--- config.mk ---
export PLATFORM = sky130hd
export DESIGN_NAME = alu_stream_flat
export DESIGN_NICKNAME = d
export VERILOG_FILES = /design/src/rtl/alu_stream_if.sv /design/src/rtl/alu_stream.sv /design/src/flat_wrapper.sv
export SDC_FILE = /design/constraint.sdc
export NUM_CORES = 1
export LEC_CHECK = 0
export BUFFER_PORTS_ARGS = -buffer_cell sky130_fd_sc_hd__buf_2
export CELL_PAD_IN_SITES_DETAIL_PLACEMENT = 0
export CELL_PAD_IN_SITES_GLOBAL_PLACEMENT = 1
export CORE_ASPECT_RATIO = 1.75
export CORE_MARGIN = 8
export CORE_UTILIZATION = 40
export DETAILED_ROUTE_END_ITERATION = 6
export PLACE_DENSITY_LB_ADDON = 0.1
export SLEW_MARGIN = 10
export SYNTH_ARGS = -nofsm -noshare
export SYNTH_HDL_FRONTEND = slang
export SYNTH_SLANG_ARGS = --single-unit
--- constraint.sdc ---
create_clock -name clk -period 4.02 [get_ports clk]
set_clock_uncertainty 0.15 [all_clocks]
set_input_delay 0.201 -clock clk [delete_from_list [all_inputs] [get_ports clk]]
set_output_delay 0.201 -clock clk [all_outputs]
set_load 0.02 [all_outputs]
--- src/rtl/alu_stream_if.sv ---
// alu_stream_if: operand/result stream bundle for alu_stream; ALU_STREAM_FLAGS_EN adds out_ovf/out_zero
interface alu_stream_if #(
  parameter int WIDTH = 32,
  parameter int DEPTH = 4
);
  logic                     in_valid;
  logic                     in_ready;
  logic [WIDTH-1:0]         in_op1;
  logic [WIDTH-1:0]         in_op2;
  logic [2:0]               in_opcode;
  logic                     out_valid;
  logic                     out_ready;
  logic [WIDTH-1:0]         out_res;
  logic [$clog2(DEPTH):0]   count;
`ifdef ALU_STREAM_FLAGS_EN
  logic                     out_ovf;
  logic                     out_zero;
  modport master (
    output in_valid, in_op1, in_op2, in_opcode, out_ready,
    input  in_ready, out_valid, out_res, count, out_ovf, out_zero
  );
  modport slave (
    input  in_valid, in_op1, in_op2, in_opcode, out_ready,
    output in_ready, out_valid, out_res, count, out_ovf, out_zero
  );
`else
  modport master (
    output in_valid, in_op1, in_op2, in_opcode, out_ready,
    input  in_ready, out_valid, out_res, count
  );
  modport slave (
    input  in_valid, in_op1, in_op2, in_opcode, out_ready,
    output in_ready, out_valid, out_res, count
  );
`endif
endinterface

--- src/rtl/alu_stream.sv ---
// alu_stream: 8-op streaming ALU feeding a DEPTH-entry in-order result FIFO; ALU_STREAM_FLAGS_EN adds per-entry ovf/zero flags
module alu_stream #(
  parameter int WIDTH = 32,
  parameter int DEPTH = 4
) (
  input logic       clk,
  input logic       rst,
  alu_stream_if.slave s
);
  localparam int AW = $clog2(DEPTH);
  localparam int SW = $clog2(WIDTH);
  localparam logic [AW:0] FULL = (AW+1)'(DEPTH);
  logic [WIDTH-1:0] mem [DEPTH];
  logic [WIDTH-1:0] res, sum, dif, last;
  logic [AW-1:0]    wptr, rptr;
  logic [AW:0]      cnt;
  logic             acc, con;
  assign sum = s.in_op1 + s.in_op2;
  assign dif = s.in_op1 - s.in_op2;
  always_comb begin
    res = '0;
    case (s.in_opcode)
      3'd0: res = sum;
      3'd1: res = dif;
      3'd2: res = s.in_op1 & s.in_op2;
      3'd3: res = s.in_op1 | s.in_op2;
      3'd4: res = s.in_op1 ^ s.in_op2;
      3'd5: res = {{(WIDTH-1){1'b0}}, $signed(s.in_op1) < $signed(s.in_op2)};
      3'd6: res = s.in_op1 << s.in_op2[SW-1:0];
      3'd7: res = s.in_op1 >> s.in_op2[SW-1:0];
    endcase
  end
  assign acc         = s.in_valid & s.in_ready;
  assign con         = s.out_valid & s.out_ready;
  assign s.in_ready  = !rst && cnt != FULL;
  assign s.out_valid = cnt != '0;
  assign s.count     = cnt;
  // when empty, keep presenting the last consumed result rather than a stale slot
  assign s.out_res   = s.out_valid ? mem[rptr] : last;
  always_ff @(posedge clk or posedge rst) begin
    if (rst) begin
      wptr <= '0;
      rptr <= '0;
      cnt  <= '0;
      last <= '0;
    end else begin
      if (acc) wptr <= wptr + 1'b1;
      if (con) rptr <= rptr + 1'b1;
      if (con) last <= mem[rptr];
      cnt <= cnt + (AW+1)'(acc) - (AW+1)'(con);
    end
  end
  always_ff @(posedge clk) begin
    if (acc) mem[wptr] <= res;
  end
`ifdef ALU_STREAM_FLAGS_EN
  logic [1:0] fmem [DEPTH];
  logic       ovf;
  logic       msb1, msb2;
  assign msb1 = s.in_op1[WIDTH-1];
  assign msb2 = s.in_op2[WIDTH-1];
  assign ovf = s.in_opcode == 3'd0 ? (msb1 == msb2) && (sum[WIDTH-1] != msb1) :
               s.in_opcode == 3'd1 ? (msb1 != msb2) && (dif[WIDTH-1] != msb1) : 1'b0;
  assign s.out_ovf  = s.out_valid & fmem[rptr][1];
  assign s.out_zero = s.out_valid & fmem[rptr][0];
  always_ff @(posedge clk) begin
    if (acc) fmem[wptr] <= {ovf, res == '0};
  end
`endif
endmodule

--- src/flat_wrapper.sv ---
// flat-port wrapper written by rule: the top's interface ports become plain ports
module alu_stream_flat 
#(
  parameter int WIDTH = 32,
  parameter int DEPTH = 4
)
  (clk, rst, s_in_valid, s_in_op1, s_in_op2, s_in_opcode, s_out_ready, s_in_ready, s_out_valid, s_out_res, s_count);
  alu_stream_if #(.WIDTH(WIDTH), .DEPTH(DEPTH)) s_i ();
  input logic clk;
  input logic rst;
  input wire logic [$bits(s_i.in_valid)-1:0] s_in_valid;
  input wire logic [$bits(s_i.in_op1)-1:0] s_in_op1;
  input wire logic [$bits(s_i.in_op2)-1:0] s_in_op2;
  input wire logic [$bits(s_i.in_opcode)-1:0] s_in_opcode;
  input wire logic [$bits(s_i.out_ready)-1:0] s_out_ready;
  output wire logic [$bits(s_i.in_ready)-1:0] s_in_ready;
  output wire logic [$bits(s_i.out_valid)-1:0] s_out_valid;
  output wire logic [$bits(s_i.out_res)-1:0] s_out_res;
  output wire logic [$bits(s_i.count)-1:0] s_count;
  assign s_i.in_valid = s_in_valid;
  assign s_i.in_op1 = s_in_op1;
  assign s_i.in_op2 = s_in_op2;
  assign s_i.in_opcode = s_in_opcode;
  assign s_i.out_ready = s_out_ready;
  assign s_in_ready = s_i.in_ready;
  assign s_out_valid = s_i.out_valid;
  assign s_out_res = s_i.out_res;
  assign s_count = s_i.count;
  alu_stream #(.WIDTH(WIDTH), .DEPTH(DEPTH)) u_core (.clk(clk), .rst(rst), .s(s_i));
endmodule
# [Yosys cells after proc, flatten, opt, wreduce, memory -nomap -nowiden]
# Memory sizes are Yosys's and may differ from the RTL's.
# Index checks and enable logic that the tools add are counted.
[word_totals] ff_bits=39 out_inout_bits=37 elab_cells=35 n_memories=1 mem_bits_rw=128 in_bits=71
[mem_list] memory="u_core.mem" words=4 width=32 read_ports=1 rd_clocked_by_memory_dff=0 wr=1 line="alu_stream.sv:13" rtl="logic [WIDTH-1:0] mem [DEPTH];"
[op_classes] n_reduce_logical=4 n_eq_ne=8 n_shift=2 bitwise_logic=5 add_sub_neg=6 muxes=4 n_lt_le_gt_ge=1
[ops] cell="$pmux 32 s8" n=1
[ops] cell="$add 32x32->32" n=1
[ops] cell="$and 32x32->32" n=1
[ops] cell="$lt 32x32->1" n=1
[ops] cell="$mux 32" n=1
[ops] cell="$or 32x32->32" n=1
[ops] cell="$shl 32x5->32" n=1
[ops] cell="$shr 32x5->32" n=1
[ops] cell="$sub 32x32->32" n=1
[ops] cell="$xor 32x32->32" n=1
[ops] cell="$eq 3x3->1 const B" n=4
[ops] cell="$eq 3x2->1 const B" n=2
[ops] cell="$add 2x1->2 const B" n=2
[ops] cell="$add 3x1->3" n=1
[ops] cell="$eq 3x1->1 const B" n=1
[ops] cell="$logic_not 3->1" n=1
[ops] cell="$ne 3x3->1 const B" n=1
[ops] cell="$reduce_bool 3->1" n=1
[ops] cell="$sub 3x1->3" n=1
[ops] cell="$and 1x1->1" n=2
[ops] cell="$mux 1" n=2
[ops] cell="$logic_and 1x1->1" n=1
[ops] cell="$logic_not 1->1" n=1

# [Depth between registers and ports, before layout]
# Gate-level depths: netlist of run 1.
[depth] depth_word=5 mapped_depth=16 mapped_depth_nobuf=14

# [Worst setup path before layout of run 1]
# Ideal clock, no wire load.
[synth_timing] path_type="input -> register" start="input s_in_op2[3]" end="memory u_core.mem[0][28], data pin" n_path_buf=4 setup_time_ns=0.280 path_stages=16 required_time_ns=3.590 slack_ns=0.245 t_arrival_ns=3.345 cell_sequence="clkbuf_1 -> inv_1 -> buf_1 -> clkbuf_1 -> ha_1 -> buf_6 -> nor3_4 -> o21a_1 -> o31ai_2 -> a211o_1 -> a2111oi_4 -> nor3_2 -> o311ai_4 -> o21ai_2 -> xnor2_1 -> o21ai_1"
[synth_via] elab_chain_len=2 elab_cells_between_ends=5 cone_classes="add/sub (2); shift (2); mux (1)"
[synth_lines] item="start: declaration" line="flat_wrapper.sv:13" rtl="input wire logic [$bits(s_i.in_op2)-1:0] s_in_op2;"
[synth_lines] item="$sub 32x32->32 (tied with other cells)" line="alu_stream.sv:19" rtl="assign dif = s.in_op1 - s.in_op2;"
[synth_lines] item="$pmux 32 s8 *" line="alu_stream.sv:22" rtl="case (s.in_opcode)"
[synth_lines] item="net u_core.res[28]" line="alu_stream.sv:14" rtl="logic [WIDTH-1:0] res, sum, dif, last;"
[synth_lines] item="end: declaration" line="alu_stream.sv:13"
# The timed path passes the listed nets; every way through them passes the cells marked *.

# [Final worst setup path of run 1]
[layout_timing] start="input s_in_op1[0]" end="memory u_core.mem[3][30], data pin"
[layout_via] elab_chain_len=2 elab_cells_between_ends=5 cone_classes="add/sub (2); shift (2); mux (1)"
[layout_lines] item="start: declaration" line="flat_wrapper.sv:12" rtl="input wire logic [$bits(s_i.in_op1)-1:0] s_in_op1;"
[layout_lines] item="$sub 32x32->32 (tied with other cells)" line="alu_stream.sv:19"
[layout_lines] item="$pmux 32 s8 *" line="alu_stream.sv:22"
[layout_lines] item="net u_core.res[30]" line="alu_stream.sv:14"
# Marks and branches as above.

==> results of run 1 <==
## kinds of logic (layout without fill, tap and decap cells)
logic type / count (synthesis) / count (layout) / share of synthesized area
muxes: 167 / 167 / 0.164
buffers and inverters: 208 / 343 / 0.0578
xor gates and xnor gates: 31 / 31 / 0.0188
adders and majority gates: 106 / 106 / 0.0935
AOI/OAI and AO/OA: 507 / 507 / 0.227
DFF: 167 / 167 / 0.334
and+or+nand+nor: 333 / 333 / 0.106
## sequential cells by signal (all words and copies together), names as in the netlist
signal and cells:
u_core.s.count 3, u_core.wptr 2, u_core.mem 128, u_core.last 32, u_core.rptr 2
## Yosys cell counts (19+ instances only)
cell type  number  area [um2]
nor3_1         22         110
mux2_2         71         800
mux2i_1        48         480
edfxtp_1      128        3840
mux4_2         48        1080
xnor2_1        25         219
a22oi_1        29         218
o21ai_0       105         526
buf_2          21         105
buf_1          19        71.3
nand2_1        74         278
dfrtp_1        39         976
clkbuf_1       60         225
o22ai_1        41         257
nor2_1        151         567
a21oi_1       123         616
o21ai_1        27         135
ha_1          103        1290
inv_1          96         360
## critical path, delay by kind of cell
| family | cells | cell delay, ns |
|---|---|---|
| buffers and inverters | 3 | 0.28 |
| and+or+nand+nor | 1 | 0.21 |
| adders and majority gates | 2 | 0.60 |
| xor gates and xnor gates | 1 | 0.15 |
| AOI/OAI and AO/OA | 8 | 2.21 |
## routing by layer
| layer | GRT usage | routed length, um | vias up |
|---|---|---|---|
| li1 | - | - | 5943 |
| met1 | 0.286 | 21300 | 6398 |
| met2 | 0.535 | 32700 | 501 |
| met3 | 0.0334 | 2590 | 167 |
| met4 | 0.257 | 6130 | 2 |
| met5 | 0 | 10 | - |
## metrics by stage
stage / std cells / utilization
final: 2124 / 0.461
after global routing: 2124 / 0.461
after CTS: 2124 / 0.461
after detailed placement: 2091 / 0.444
after global placement: 2091 / 0.444
after floorplan: 1519 / -
## path summary, 6_finish.rpt
check / cells past startpoint / start / to / slack, ns
worst min register to register: 1 / u_core.last[13]$_DFFE_PP0P_ / u_core.last[13]$_DFFE_PP0P_ / 0.35
worst max-delay path: 15 / s_in_op1[0] / u_core.mem[3][30]$_DFFE_PP_ / 0.37
max in group asynchronous: 4 / rst / u_core.rptr[0]$_DFFE_PP0P_ / 2.98
worst min-delay path: 3 / s_in_valid / u_core.wptr[0]$_DFFE_PP0P_ / 0.13
worst max register to register: 10 / u_core.s.count[1]$_DFF_PP0_ / u_core.s.count[2]$_DFF_PP0_ / 1.23
min in group asynchronous: 4 / rst / u_core.last[19]$_DFFE_PP0P_ / 0.33
## power groups by stage
| stage | sequential [mW] | combinational, mW | clock, mW |
|---|---|---|---|
| global placement | 2.46 | 3.63 | 0 |
| global route | 2.48 | 3.90 | 1.67 |
| detailed placement | 2.48 | 3.65 | 0 |
| finish | 2.44 | 3.65 | 1.58 |
| floorplan | 2.42 | 2.44 | 0 |
| CTS | 2.45 | 3.67 | 1.61 |
## area by class of cell
type                       instances  share of cell area
clock inverter                    14             0.00903
inverter                         102              0.0232
clock buffer                      18              0.0260
tap                              470              0.0357
sequential                       167               0.292
timing repair buffer             209              0.0807
multi-input combinational       1144               0.533
==> flow_summary.toml, run 1 <==
[place]
place_area_um2 = 15900
dp_hpwl_mm = 49.8
io_buffers = 107
place_ws_ns = 0.143
place.gp.congestion = 1.06

[sta]
hold_violations = 0
period_needed_ns = 3.65
rsz0062_at_grt = "false"
holdWs_ns = 0.132
worstMarginPinSlew_ns = 0.962
setup_tns_ns = 0
fin_ws_ns = 0.371
drv_slew = 0
relSlewSlack = 0.352
fin_crit_sh = 0.908
setup_violations = 0
fmax_mhz = 274

[worst_setup_path]
cp.required_ns = 4.01
cp_cell_sequence = "buf_2 > inv_1 > ha_1 > inv_1 > fa_1 > nor2b_1 > o21a_1 > o31ai_2 > a211oi_1 > o21ai_1 > a21oi_1 > o311ai_2 > a21oi_1 > xnor2_1 > o211ai_1"
crit_path_max_fanout = 5
crit_arrival_ns = 3.64
crit_type = "primary input to register"
critPathCaptureType = "register"
start_kind = "primary input"
cpMaxStageDelayCell = "o211ai_1"
slowest_delay_ns = 0.51

[clock_network]
clkTransAtPathRegs_ns = 0.06
ctsHoldBuffers = 1
ctsLongestPathBuffers = 2
clkSinkCount = 167
clk_latency_ns = 0.42
cts-buffers-inserted = 17
cts_setup_buffers = 0
cts-root-buf = "clkbuf_16"
post_cts_resized = 0
ctsHtreeMaxLevel = 4
cts_tree = "built"

[die]
fp.dieW_um = 160
ioPinCount = 108
fp-row-count = 92
die-area_um2 = 42700
die_h_um = 267
start_util = 0.403
coreArea_um2 = 35800

[logic_synthesis]
syn_area_um2 = 14400
synth_seq_cells = 167
ys_types = 85
ys_seq_area_frac = 0.334
synth_cells = 1519
synthArstFlopShare = 0.234
synthFlopType = "edfxtp_1"
syn_avg_cell_area_um2 = 9.50
yosysWarnings = 0
synth_nets = 1696
synth_edf_count = 128

[drt]
drt_iter0_markers = 932
wl_per_cell_um = 29.5
drc = 0
drt-pass1-iter-count = 5
avgViaCountPerCell = 6.13
ant_nets = 0
dr_total_vias = 13000
drt_wl_total_mm = 62.7

[worst_hold_path]
holdCritPathClass = "primary input to register"

[pwr]
intPower_mw = 4.69
ir_drop_mv = 0.244
combPwrFrac = 0.476
netSwitchingFraction = 0.388
p_leak_nw = 6.68
switching_power_mw = 2.97
clkPwrFrac = 0.206
p_seq_frac = 0.318
p_total_mw = 7.67
p_per_area_nw_per_um2 = 465

[grt]
antenna_found_initial = 1
grt_pass1_wl_mm = 90.5
grt_pass1_vias = 13400
grt-ovfl-total = 0
gr-usage-all-layers = 0.291
grt_max_degree = 94

[cells_and_area]
seqCellArea_um2 = 4820
final_cell_mix = "nor2_1, edfxtp_1, a21oi_1"
final_cell_area_um2 = 16500
mostFrequentLayoutCell = "nor2_1"
layout.nets = 1818
multi_input_area_um2 = 8790
drive_gt1_frac = 0.231
area_growth_pct = 14.3
fillers = 3504
diodes = 0

[flow_run]
drv_cap = 0

[outcome]
status = "finished clean"
Note: power is estimated with default switching activity, not from simulation.
==> inputs of run 2 (changes only) <==
RECOVER_POWER = 25   (was unset)
SLEW_MARGIN = unset   (was 10)
==> run 2 against run 1 <==
Net effect: the run now ends with capacitance limit, slew limit left; non-clock buffer count stayed put; via count is 0.18% lower; count of clock-buffer cells in the layout stayed put; flip-flop and latch count stayed put; register-to-register slack worse by 0.40 ns; die area stayed put; core utilization is 0.070 points lower; wire length hardly changed; critical path depth stayed put; final cell count stayed put; combinational power hardly changed; critical path type unchanged.
==> flow_summary.toml, run 2 (synthesis results as in run 1) <==
[sta]
fin_ws_ns = 0.383
drv_slew = 172
hold_violations = 0
setup_tns_ns = 0
period_needed_ns = 3.64
setup_violations = 0
rsz0062_at_grt = "false"
fmax_mhz = 275
fin_crit_sh = 0.905
worstMarginPinSlew_ns = 2.30
relSlewSlack = -0.535

[die]
die-area_um2 = 42700
start_util = 0.403
fp.dieW_um = 160
ioPinCount = 108
die_h_um = 267
coreArea_um2 = 35800
fp-row-count = 92

[worst_setup_path]
crit_path_max_fanout = 5
crit_type = "primary input to register"
cp.required_ns = 4.01
slowest_delay_ns = 0.49
start_kind = "primary input"
crit_arrival_ns = 3.63
critPathCaptureType = "register"
cp_cell_sequence = "buf_2 > inv_1 > ha_1 > inv_1 > fa_1 > nor2b_1 > o21a_1 > o31ai_2 > a211oi_1 > o21ai_1 > a21oi_1 > o311ai_2 > a21oi_1 > xnor2_1 > o211ai_1"
cpMaxStageDelayCell = "o211ai_1"

[cells_and_area]
final_cell_mix = "nor2_1, edfxtp_1, a21oi_1"
utilization = 0.460
mostFrequentLayoutCell = "nor2_1"
drive_gt1_frac = 0.225
final_cell_area_um2 = 16500
largest_reg_flops = 128
layout.nets = 1818
largest-register = "u_core.mem"
diodes = 0
fillers = 3510
area_growth_pct = 14.1

[drt]
ant_nets = 0
wl_per_cell_um = 29.5
avgViaCountPerCell = 6.11
drc = 0
drt_wl_total_mm = 62.7
dr_total_vias = 13000
drt-pass1-iter-count = 5
drt_iter0_markers = 926

[pwr]
combPwrFrac = 0.475
ir_drop_mv = 0.244
p_per_area_nw_per_um2 = 466
p_leak_nw = 6.64
p_seq_frac = 0.320
clkPwrFrac = 0.206
switching_power_mw = 2.97
netSwitchingFraction = 0.388
intPower_mw = 4.69

[clock_network]
clk_latency_ns = 0.42
ctsHtreeMaxLevel = 4
clkTransAtPathRegs_ns = 0.06
cts-root-buf = "clkbuf_16"
clkSinkCount = 167
cts-buffers-inserted = 17
post_cts_resized = 0
cts_tree = "built"
cts_setup_buffers = 0
ctsLongestPathBuffers = 2

[grt]
met3_usage = 0.0334
grt_pass1_vias = 13400
grtUsageMet1 = 0.286
top_usage_layer = "met2"
grt_max_degree = 94
grt-ovfl-total = 0
antenna_found_initial = 1
use_met2 = 0.535
gr-usage-all-layers = 0.291
grt_pass1_wl_mm = 90.5

[place]
place_area_um2 = 15900
place.gp.congestion = 1.06
place_ws_ns = 0.143
io_buffers = 107
dp_hpwl_mm = 49.8

[outcome]
violations = "capacitance limit, slew limit"
status = "finished, violations left"

[worst_hold_path]
holdCritPathClass = "primary input to register"

[flow_run]
drv_cap = 5
-- run 2: cell count changes in the layout (fill, tap and decap cells not counted) --
cell / previous run / this run
buf_2: 106 / 101
clkbuf_1: 1 / 11
buf_4: 100 / 95
-- run 2: critical path: cells and delay by family --
kind / cells / cell delay [ns]
adder cells (fa/ha/maj): 2 / 0.59
AND/OR/NAND/NOR: 1 / 0.21
XOR/XNOR: 1 / 0.14
AO/OA/AOI/OAI: 8 / 2.19
buffers and inverters: 3 / 0.27
-- run 2: what timing repair did --
item | in CTS | in global routing
setup endpoints to repair | 0 | 0
hold buffers | 1 | 0
hold endpoints to repair | 39 | 0
-- run 2: final timing paths --
path                                                  start                     endpoint  slack [ns]  cells past startpoint
worst max-delay path                            s_in_op1[0]  u_core.mem[3][30]$_DFFE_PP_        0.38                     15
worst min-delay path                             s_in_valid   u_core.wptr[0]$_DFFE_PP0P_        0.14                      3
worst max register to register  u_core.s.count[1]$_DFF_PP0_  u_core.mem[3][24]$_DFFE_PP_        0.83                      4
worst min register to register  u_core.last[11]$_DFFE_PP0P_  u_core.last[11]$_DFFE_PP0P_        0.35                      1
max in group asynchronous                               rst   u_core.rptr[0]$_DFFE_PP0P_        1.19                      4
min in group asynchronous                               rst  u_core.last[20]$_DFFE_PP0P_        1.02                      4
-- run 2: power groups by stage --
stage | logic, mW | registers [mW] | clock network, mW
final | 3.64 | 2.45 | 1.58
after global routing | 3.89 | 2.49 | 1.67
after CTS | 3.67 | 2.45 | 1.61
after detailed placement | 3.65 | 2.48 | 0
after global placement | 3.63 | 2.46 | 0
after floorplan | 2.44 | 2.42 | 0
-- run 2: final cells by class --
cell class / instances / area [um2] / area share
multi-input combinational: 1144 / 8790 / 0.534
sequential: 167 / 4820 / 0.293
timing repair buffer: 209 / 1310 / 0.0793
tap: 470 / 588 / 0.0357
clock buffer: 18 / 429 / 0.0261
inverter: 102 / 383 / 0.0233
clock inverter: 14 / 149 / 0.00904
-- run 2: per-layer routing --
layer / up-vias / share of wire / routed length [um]
li1: 5946 / - / -
met2: 512 / 0.52 / 32800
met4: 2 / 0.098 / 6160
met1: 6357 / 0.34 / 21200
met3: 171 / 0.041 / 2580
met5: - / 0.00016 / 10
-- run 2: stage by stage --
stage	instances	hold slack [ns]	total power, mW
2_1_floorplan	1519	0.256	4.86
3_3_place_gp	2091	0.221	6.09
6_report	2124	0.142	7.67
4_1_cts	2124	0.118	7.72
5_1_grt	2124	0.177	8.05
3_5_place_dp	2091	0.235	6.13
==> inputs of run 3 (changes only) <==
clock period = 3.1 ns   (was 4.02 ns; I/O delays follow)
==> run 3 against run 2 <==
Net effect: final cell count up 13%; the flow now finishes without violations; sequential power rose by 28%; worst hold slack worse by 0.069 ns; count of clock-buffer cells in the layout shrank 1.
==> flow_summary.toml, run 3 (synthesis results as in run 1) <==
[place]
place.gp.congestion = 1.04
place_area_um2 = 18000
place_ws_ns = -0.554
dp_hpwl_mm = 52.8
io_buffers = 107

[sta]
holdWs_ns = 0.0723
fin_crit_sh = 0.992
hold_violations = 0
relSlewSlack = 0.297
rsz0062_at_grt = "true"
drv_slew = 0
fin_ws_ns = 0.0244
fmax_mhz = 325
worstMarginPinSlew_ns = 1.06
setup_violations = 0
period_needed_ns = 3.08

[pwr]
netSwitchingFraction = 0.387
intPower_mw = 6.47
combPwrFrac = 0.504
p_seq_frac = 0.297
ir_drop_mv = 0.467
clkPwrFrac = 0.199
switching_power_mw = 4.08
p_per_area_nw_per_um2 = 554
p_leak_nw = 8.10

[cells_and_area]
layout.nets = 2099
final_cell_mix = "buf_4, nor2_1, edfxtp_1"
drive_gt1_frac = 0.366
area_growth_pct = 31.9
diodes = 0
mostFrequentLayoutCell = "buf_4"
largest-register = "u_core.mem"
largest_reg_flops = 128
final_cell_area_um2 = 19000

[worst_setup_path]
rrSetupSlack_ns = 0.63
crit_arrival_ns = 3.06
start_kind = "primary input"
crit_type = "primary input to register"
slowest_delay_ns = 0.41
reg2reg_from = "u_core.s.count[1]$_DFF_PP0_"
timing.rr.end = "u_core.s.count[2]$_DFF_PP0_"
cp.required_ns = 3.09
crit_path_max_fanout = 4
cp_cell_sequence = "buf_8 > inv_6 > ha_4 > inv_4 > fa_2 > nor2b_4 > o21a_1 > o31ai_4 > a211oi_2 > o21ai_2 > a21oi_2 > o311ai_4 > mux2i_1 > nor2_1 > a211o_1"
reg2regPathDepth = 9
critPathCaptureType = "register"
cpMaxStageDelayCell = "fa_2"

[drt]
dr_total_vias = 13900
drc = 0
ant_nets = 0
drt_iter0_markers = 786
wl_per_cell_um = 27.1
drt-pass1-iter-count = 5
drt_wl_total_mm = 65.2
avgViaCountPerCell = 5.79

[clock_network]
clkSinkCount = 167
ctsLongestPathBuffers = 2
cts-root-buf = "clkbuf_16"
ctsHtreeMaxLevel = 4
cts-buffers-inserted = 17
clkTransAtPathRegs_ns = 0.07
cts_tree = "built"
clk_latency_ns = 0.42

[grt]
grt_max_degree = 80
grt_pass1_vias = 14500
grt-ovfl-total = 0
gr-usage-all-layers = 0.300
grt_pass1_wl_mm = 94.2
antenna_found_initial = 0

[die]
die_h_um = 267
ioPinCount = 108
fp-row-count = 92
fp.dieW_um = 160
die-area_um2 = 42700
coreArea_um2 = 35800
start_util = 0.403

[outcome]
status = "finished clean"

[worst_hold_path]
min_from = "s_in_valid"
whs_endpoint = "u_core.wptr[0]$_DFFE_PP0P_"
holdCritPathClass = "primary input to register"
hold_depth = 3

[flow_run]
drv_cap = 0
==> run 3: cell count changes in the layout (fill, tap and decap cells not counted), moves of 7 or more <==
cell and delta:
ha_1 -9, inv_8 +7, buf_4 +274, ha_4 +9
inv_1 -9, o21ai_2 +7, o21ai_1 -7
==> run 3: area by class of cell <==
cell class / instances / area [um2]
clock buffers: 17 / 425
clock inverters: 15 / 179
fillers: 3437 / 16800
inverters: 102 / 414
multi-input cells: 1144 / 9080
flip-flops and latches: 167 / 4820
well taps: 470 / 588
repair buffers: 490 / 3520
==> run 3: layer usage <==
layer | vias to the layer above | global-route usage | part of all wire
li1 | 6516 | - | -
met1 | 6748 | 0.286 | 0.34
met2 | 470 | 0.542 | 0.51
met3 | 185 | 0.0331 | 0.038
met4 | 0 | 0.314 | 0.11
met5 | - | 0 | 0
==> run 3: critical path, delay by kind of cell <==
family	cells	cell delay, ns
buffers and inverters	3	0.19
adders and majority gates	2	0.55
and+or+nand+nor	2	0.21
muxes	1	0.22
AOI/OAI and AO/OA	7	1.71
==> run 3: worst max-delay path by stage <==
stage	start	endpoint	cells past startpoint	slack, ns
3_5_place_dp	s_in_op2[1]	u_core.mem[0][30]$_DFFE_PP_	13	-0.55
3_3_place_gp	s_in_op2[1]	u_core.mem[0][30]$_DFFE_PP_	13	-0.52
6_report	s_in_op1[0]	u_core.mem[1][26]$_DFFE_PP_	15	0.02
2_1_floorplan	s_in_op2[2]	u_core.mem[0][30]$_DFFE_PP_	13	0.002
4_1_cts	s_in_op1[7]	u_core.mem[3][30]$_DFFE_PP_	13	0.01
5_1_grt	s_in_op1[0]	u_core.mem[1][26]$_DFFE_PP_	15	-0.03
==> run 3: power by group through the flow <==
stage | clock, mW | combinational, mW | sequential [mW]
floorplan | 0 | 3.18 | 3.14
global placement | 0 | 5.20 | 3.14
detailed placement | 0 | 5.26 | 3.18
CTS | 2.13 | 5.30 | 3.14
global route | 2.22 | 5.69 | 3.18
finish | 2.10 | 5.32 | 3.13
==> run 3: what timing repair did <==
item                                    4_1_cts  5_1_grt
hold buffers                                  1        0
pin swaps                                     1       26
endpoints found under the hold margin        39        0
resized for setup                             6       57
endpoints found under the setup margin       20       72
setup buffers                                 1       13
==> run 3: metrics by stage <==
step,instances,utilization,power (mW),setup TNS [ns]
final,2405,0.532,10.6,0
after global routing,2405,0.532,11.1,-0.329
after CTS,2394,0.522,10.6,0
after detailed placement,2360,0.504,8.44,-30.97
after global placement,2360,0.504,8.33,-26.60
after floorplan,1519,-,6.32,0
